**config.mk**
```make
export PLATFORM = sky130hd
export DESIGN_NAME = conv_sched_12x12
export DESIGN_NICKNAME = d
export VERILOG_FILES = /design/src/rtl/conv_sched_12x12.sv
export SDC_FILE = /design/constraint.sdc
export NUM_CORES = 1
export LEC_CHECK = 0
export BUFFER_PORTS_ARGS = -buffer_cell sky130_fd_sc_hd__buf_2
export CAP_MARGIN = 0
export CORE_AREA = 2 2 325 327
export CTS_CLUSTER_DIAMETER = 30
export DETAILED_ROUTE_END_ITERATION = 7
export DIE_AREA = 0 0 327 329
export GPL_ROUTABILITY_DRIVEN = 0
export PLACE_DENSITY_LB_ADDON = 0.12
export SLEW_MARGIN = 20
export SYNTH_ARGS = -nofsm -noshare
export SYNTH_HDL_FRONTEND = slang
export SYNTH_SLANG_ARGS = --single-unit
export TNS_END_PERCENT = 20
```
**constraint.sdc**
```tcl
create_clock -name clk -period 13.7 [get_ports clk]
set_input_delay 0 -clock clk [delete_from_list [all_inputs] [get_ports clk]]
set_output_delay 0 -clock clk [all_outputs]
set_load 0.05 [all_outputs]
```
**src/rtl/conv_sched_12x12.sv**
```systemverilog
// Sequencer for the 12-row x 3-tap PE convolution array.
// Loads the kernel on start, builds a 3-column sliding window from a streamed
// 12x12 image, waits out the array latency and returns each output column on a
// valid/ready result stream (10 result columns per frame).
module conv_sched_12x12 #(
    parameter int unsigned PIX_W  = 8,
    parameter int unsigned N_ROWS = 12,
    parameter int unsigned N_COLS = 12,
    parameter int unsigned FILT_W = 18,
    parameter int unsigned OUT_W  = 200,
    parameter int unsigned PE_LAT = 1
) (
    input  logic                          clk,
    input  logic                          rst,
    input  logic                          start,
    input  logic [FILT_W-1:0]             cfg_filter,
    output logic                          busy,
    output logic                          done,
    input  logic                          col_valid,
    output logic                          col_ready,
    input  logic [N_ROWS*PIX_W-1:0]       col_data,
    output logic [N_ROWS*3*PIX_W-1:0]     arr_in,
    output logic [FILT_W-1:0]             arr_filter,
    input  logic [OUT_W-1:0]              arr_out,
    output logic                          res_valid,
    input  logic                          res_ready,
    output logic [OUT_W-1:0]              res_data,
    output logic [3:0]                    res_col
);

    localparam int unsigned ROW_W = 3 * PIX_W;
    localparam int unsigned WIN_W = N_ROWS * ROW_W;
    localparam int unsigned RES_W = 4;
    localparam int unsigned LAT_W = (PE_LAT < 2) ? 1 : $clog2(PE_LAT + 1);
    localparam logic [RES_W-1:0] LAST_COL = RES_W'(N_COLS - 3);
    localparam logic [LAT_W-1:0] LAT_END  = LAT_W'(PE_LAT);

    typedef enum logic [2:0] {
        S_IDLE = 3'd0,
        S_FILL = 3'd1,
        S_LOAD = 3'd2,
        S_WAIT = 3'd3,
        S_OUT  = 3'd4,
        S_FIN  = 3'd5
    } state_t;

    state_t           state;
    state_t           state_nxt;
    logic             fill_cnt;
    logic [LAT_W-1:0] wait_cnt;
    logic             col_acc;
    logic             col_ready_nxt;
    logic             busy_nxt;
    logic             done_nxt;
    logic             start_acc;
    logic             shift_en;
    logic             capture;
    logic             res_hs;
    logic [WIN_W-1:0] win_shift;

    assign col_acc = col_valid & col_ready;

    // State register
    always_ff @(posedge clk or posedge rst) begin
        if (rst) begin
            state <= S_IDLE;
        end else begin
            state <= state_nxt;
        end
    end

    // Next-state decode
    always_comb begin
        state_nxt = state;
        case (state)
            S_IDLE: if (start) state_nxt = S_FILL;
            S_FILL: if (col_acc && fill_cnt) state_nxt = S_LOAD;
            S_LOAD: if (col_acc) state_nxt = S_WAIT;
            S_WAIT: if (wait_cnt == LAT_END) state_nxt = S_OUT;
            S_OUT:  if (res_valid && res_ready) begin
                        state_nxt = (res_col == LAST_COL) ? S_FIN : S_LOAD;
                    end
            S_FIN:  state_nxt = S_IDLE;
            default: state_nxt = S_IDLE;
        endcase
    end

    // Output/strobe decode; handshake outputs are registered from the next state
    always_comb begin
        col_ready_nxt = 1'b0;
        busy_nxt      = 1'b0;
        done_nxt      = 1'b0;
        start_acc     = 1'b0;
        shift_en      = 1'b0;
        capture       = 1'b0;
        res_hs        = 1'b0;
        col_ready_nxt = (state_nxt == S_FILL) || (state_nxt == S_LOAD);
        busy_nxt      = (state_nxt != S_IDLE) && (state_nxt != S_FIN);
        done_nxt      = (state_nxt == S_FIN);
        start_acc     = (state == S_IDLE) && start;
        shift_en      = col_acc && ((state == S_FILL) || (state == S_LOAD));
        capture       = (state == S_WAIT) && (wait_cnt == LAT_END);
        res_hs        = (state == S_OUT) && res_valid && res_ready;
    end

    // Window with the new column entering at the top of every row
    always_comb begin
        win_shift = arr_in;
        for (int r = 0; r < int'(N_ROWS); r++) begin
            win_shift[ROW_W*r +: ROW_W] = {col_data[PIX_W*r +: PIX_W],
                                           arr_in[ROW_W*r + PIX_W +: 2*PIX_W]};
        end
    end

    // Fill and latency counters
    always_ff @(posedge clk or posedge rst) begin
        if (rst) begin
            fill_cnt <= 1'b0;
            wait_cnt <= '0;
        end else begin
            if (start_acc) begin
                fill_cnt <= 1'b0;
            end else if (shift_en && (state == S_FILL)) begin
                fill_cnt <= 1'b1;
            end
            if (state == S_WAIT) begin
                wait_cnt <= wait_cnt + LAT_W'(1);
            end else begin
                wait_cnt <= '0;
            end
        end
    end

    // Registered outputs and datapath
    always_ff @(posedge clk or posedge rst) begin
        if (rst) begin
            col_ready  <= 1'b0;
            busy       <= 1'b0;
            done       <= 1'b0;
            arr_in     <= '0;
            arr_filter <= '0;
            res_valid  <= 1'b0;
            res_data   <= '0;
            res_col    <= '0;
        end else begin
            col_ready <= col_ready_nxt;
            busy      <= busy_nxt;
            done      <= done_nxt;
            if (start_acc) begin
                arr_filter <= cfg_filter;
                res_col    <= '0;
            end else if (res_hs && (res_col != LAST_COL)) begin
                res_col <= res_col + RES_W'(1);
            end
            if (shift_en) begin
                arr_in <= win_shift;
            end
            if (capture) begin
                res_data  <= arr_out;
                res_valid <= 1'b1;
            end else if (res_hs) begin
                res_valid <= 1'b0;
            end
        end
    end

endmodule

```
# Word-level counts from Yosys, hierarchy flattened
# Index checks and enable logic that the tools add are counted.
totals:
  elab_cells: 55
  reg_bits: 519
  in_bits: 319
  out_inout_bits: 514
classes:
  bitwise: 1
  n_reduce_logical: 17
  eq_ne: 10
  n_addsub: 2
  n_mux: 14
op_table:
  columns: ["operator", "count"]
  rows:
  - ["two-way mux 3 bit", 6]
  - ["one-hot mux 3 bit (5 select lines)", 1]
  - ["logical AND 1 bit", 10]
  - ["equality test 3 x 2 -> 1 bit, second input constant", 3]
  - ["two-way mux 4 bit", 2]
  - ["equality test 3 x 1 -> 1 bit, second input constant", 2]
  - ["equality test 3 bit, second input constant", 2]
  - ["nonzero test 2 bit", 3]
  - ["two-way mux 1 bit", 5]
  - ["adder 4 x 1 -> 4 bit, second input constant", 1]
  - ["equality test 4 bit, second input constant", 1]
  - ["!= test 4 bit, second input constant", 1]
  - ["logical NOT 3 bit", 1]
  - ["!= test 3 bit, second input constant", 1]
  - ["nonzero test 3 bit", 1]
  - ["logical OR 1 bit", 2]
  - ["adder 1 bit, second input constant", 1]
  - ["AND 1 bit", 1]

# Longest topological paths before layout
logic_depth:
  word_depth: 6
  depth_mapped: 6
  ltp_nobuf: 6

# Worst setup path before layout
# Ideal clock, no wire load.
synth_timing:
  path_type: "register to register"
  from: "register col_ready"
  to: "register arr_in[16]"
  slack_ps: 11756
  path_buffers: 2
  t_arrival_ps: 1819
  period_less_slack_ps: 1944
  path_stages_with_launch: 6
  t_required_ps: 13575
  cell_sequence: "dfrtp_1 > nand2_1 > nor3_2 > buf_2 > buf_4 > mux2_2"
synth_via:
  elab_chain_cells: 2
synth_lines:
  columns: ["element", "line_no", "rtl"]
  rows:
  - ["start: declaration", "20", "output logic col_ready,"]
  - ["start signal: assignment", "146", "col_ready <= col_ready_nxt;"]
  - ["AND 1 bit", "61", "assign col_acc = col_valid & col_ready;"]
  - ["logical AND 1 bit", "101", "shift_en = col_acc && ((state == S_FILL) || (state == S_LOAD));"]
  - ["end signal: assignment", "156", "arr_in <= win_shift;"]
  - ["end: declaration", "22", "output logic [N_ROWS*3*PIX_W-1:0] arr_in,"]
# Every way passes these cells.
# A chain may end at the register's enable or synchronous reset.

==> summary.txt <==
Yosys
  • Register bit count reported by yosys: 519
  • Post-synthesis average cell area: 16.98 um2
  • YS warnings: 0
  • Post-synth EDFFs: 0
  • Synth top area share: 0.6704
  • Leading post-synthesis cells by cell area: dfrtp_1 67%, mux2_2 29%, buf_4 0.85%
  • Synth Flop Type: dfrtp_1
  • Most area-hungry cell type in the Yosys netlist: dfrtp_1
  • Distinct cell type count after synthesis: 29
  • Synth Cell Area: 0.01937 mm2
  • Sequential element share of the synthesized area: 0.6704
  • Synth Instances: around 1100
  • FFs w/ async S/R, synth: 1.000
  • Syn_nets: 1462

Setup path
  • FF-to-FF End: arr_in[268]
  • CP startpoint: rst
  • Worst EP required: between 10000 and 15000 ps
  • Critical Path AT: 4330 ps
  • Crit Path Max Fanout: 68
  • Worst setup EP type: async pin
  • Setup CP Type: in2async
  • R2r setup slk: 10500 ps
  • Worst R2R Path Depth: 5
  • Worst r2r src: state[0]
  • CP endpoint: arr_in[229]
  • Worst setup SP type: input pin

Floorplan
  • Core area: 0.1044 mm2
  • I/O pins: around 830
  • FP Rows: 119
  • Initial Util: 0.1856
  • Die area: roughly 0.11 mm2
  • Die Wd: around 330 um
  • Die height: 329 um

Clock tree
  • Clock transition at path regs: around 40 ps
  • Clock Tree Root: clkbuf_16
  • Max clock buf depth: 3
  • CTS tree: built
  • CTS Buf Count: approximately 160
  • Htree depth: 4
  • CTS sink cnt: 519
  • Latest clock arrival within the worst-skew pair: 710 ps

Route
  • First-pass iteration count of the detailed router: 4
  • Final WL: 68230 um
  • Routed len/inst: 17.09 um
  • Via Count: 14944
  • Post-route antenna net violation count: 0
  • Initial DRC count: 353
  • Drt via density: 3.744
  • Remaining routing DRC violations: 0

Layout
  • Fill cells: 10489
  • Share of cells above drive strength 1: 0.6215
  • Nets: approximately 2800
  • Antenna cells: 0
  • Reg area: 0.01299 mm2
  • P&R area growth vs syn: 77.58%
  • Fin cells: around 4000
  • Multi-input logic area: between 0.006 and 0.007 mm2

GRT
  • Gr usage total: 0.1228
  • GR Overflow Total: 0
  • Largest net degree at the start of global routing: 160
  • Vias in the first global route: between 15000 and 20000
  • Global-route wire length before repair: 100600 um
  • Initial antenna violation count: 3

Timing
  • Skew final: roughly 17 ps
  • Setup WS post-layout: 10080 ps
  • Final period utilization: 0.2645
  • Slew headroom: 0.2461
  • Final hold violations: 0
  • FMAX: 275.9 MHz
  • RSZ-0062 raised after global routing: no
  • Period minus WS final: 3624 ps
  • Slew @ Worst Pin: roughly 1100 ps
  • Endpoints failing setup: 0
  • Max-slew violation count: 0
  • Sum Neg Setup Slack: 0 ps

Placed design
  • Dpl cells: 3319
  • Post-DP HPWL: 48750 um
  • Port bufs: 832
  • Place WS: 10260 ps

Min path
  • Worst min-delay path class: in2reg

Flow run
  • Max Cap Viol: 0

Outcome
  • Status: complete, no violations
flip-flops by register name, indices dropped and copies added (netlist names), 3 cells and up:
register and count:
res_data 200, state 3, res_col 4, arr_filter 18, arr_in 288
layout by cell type (no fill, tap or decap), types with 3 or more instances in the layout:
cell type	netlist	final
inv_6	0	4
a21oi_1	3	3
buf_4	22	11
mux2_2	507	507
xor2_1	4	4
bufinv_16	0	14
clkbuf_1	2	30
clkbuf_8	0	39
nand2_1	9	9
clkbuf_16	0	159
clkinv_2	0	29
clkinvlp_4	0	4
nand4_1	3	3
clkinv_8	0	4
dlygate4sd3_1	0	384
dfrtp_1	519	519
buf_2	32	832
o21ai_0	3	3
nor2_1	9	8
clkinv_16	0	5
through the flow:
step	cell area (um2)	util	hold slack, ps
6_report	34400	0.3296	62.84
3_5_place_dp	25070	0.2402	192.2
5_1_grt	34400	0.3296	23.36
2_1_floorplan	19380	-	150.6
3_3_place_gp	25070	0.2402	194.3
4_1_cts	34400	0.3296	0.4802
worst min path at each step:
stage,start,to,slack [ps],depth (start not counted)
2_1_floorplan,arr_out[0],res_data[0],150,1
3_3_place_gp,rst,arr_filter[1],190,2
3_5_place_dp,rst,arr_filter[1],190,2
4_1_cts,col_data[76],arr_in[236],0.5,3
5_1_grt,col_data[7],arr_in[23],20,3
6_report,arr_out[175],res_data[175],60,3
cell usage after synthesis (2+ instances only):
library cell	n
buf_2	32
mux2_2	507
nand3_1	2
buf_1	2
dfrtp_1	519
nand2_1	9
buf_4	22
ha_1	2
clkbuf_1	2
a31oi_1	2
nand4_1	3
nand3b_1	2
nor2_1	9
and2_1	2
o21ai_0	3
or2_2	2
o211ai_1	2
inv_1	3
a21oi_1	3
xor2_1	4
metal layers:
layer / routed length (um) / track usage
met1: 23490 / 0.1215
met2: 37410 / 0.2261
met3: 5345 / 0.04986
met4: 1948 / 0.05146
met5: 26 / 0
final cells by class:
cell class | count | share of cell area
Multi-Input combinational cell | 561 | 0.1757
Sequential cell | 519 | 0.3775
Timing Repair Buffer | 1229 | 0.2363
Clock inverter | 60 | 0.02495
Inverter | 3 | 0.0004364
Clock buffer | 228 | 0.1345
Tap cell | 1391 | 0.05059
kinds of logic after synthesis:
logic type | share of synthesized area
xor gates and xnor gates | 0.002260
and+or+nand+nor | 0.009429
DFF | 0.6704
adders and majority gates | 0.001291
AOI/OAI and AO/OA | 0.003810
buffers and inverters | 0.01815
muxes | 0.2947
critical path, stage by stage:
cell and delay (ps):
dlygate4sd3_1 530, buf_2 110, dlygate4sd3_1 580, clkinvlp_4 540, buf_4 770, buf_4 780, buf_4 790
timing repair:
action	CTS	global route
setup endpoints to repair	0	0
gates resized for setup	0	0
hold endpoints to repair	359	0
buffers inserted	0	0
hold buffers	384	0
Power is not shown: default switching activity piles up to over one toggle a cycle in this logic, so the estimate is an artifact.
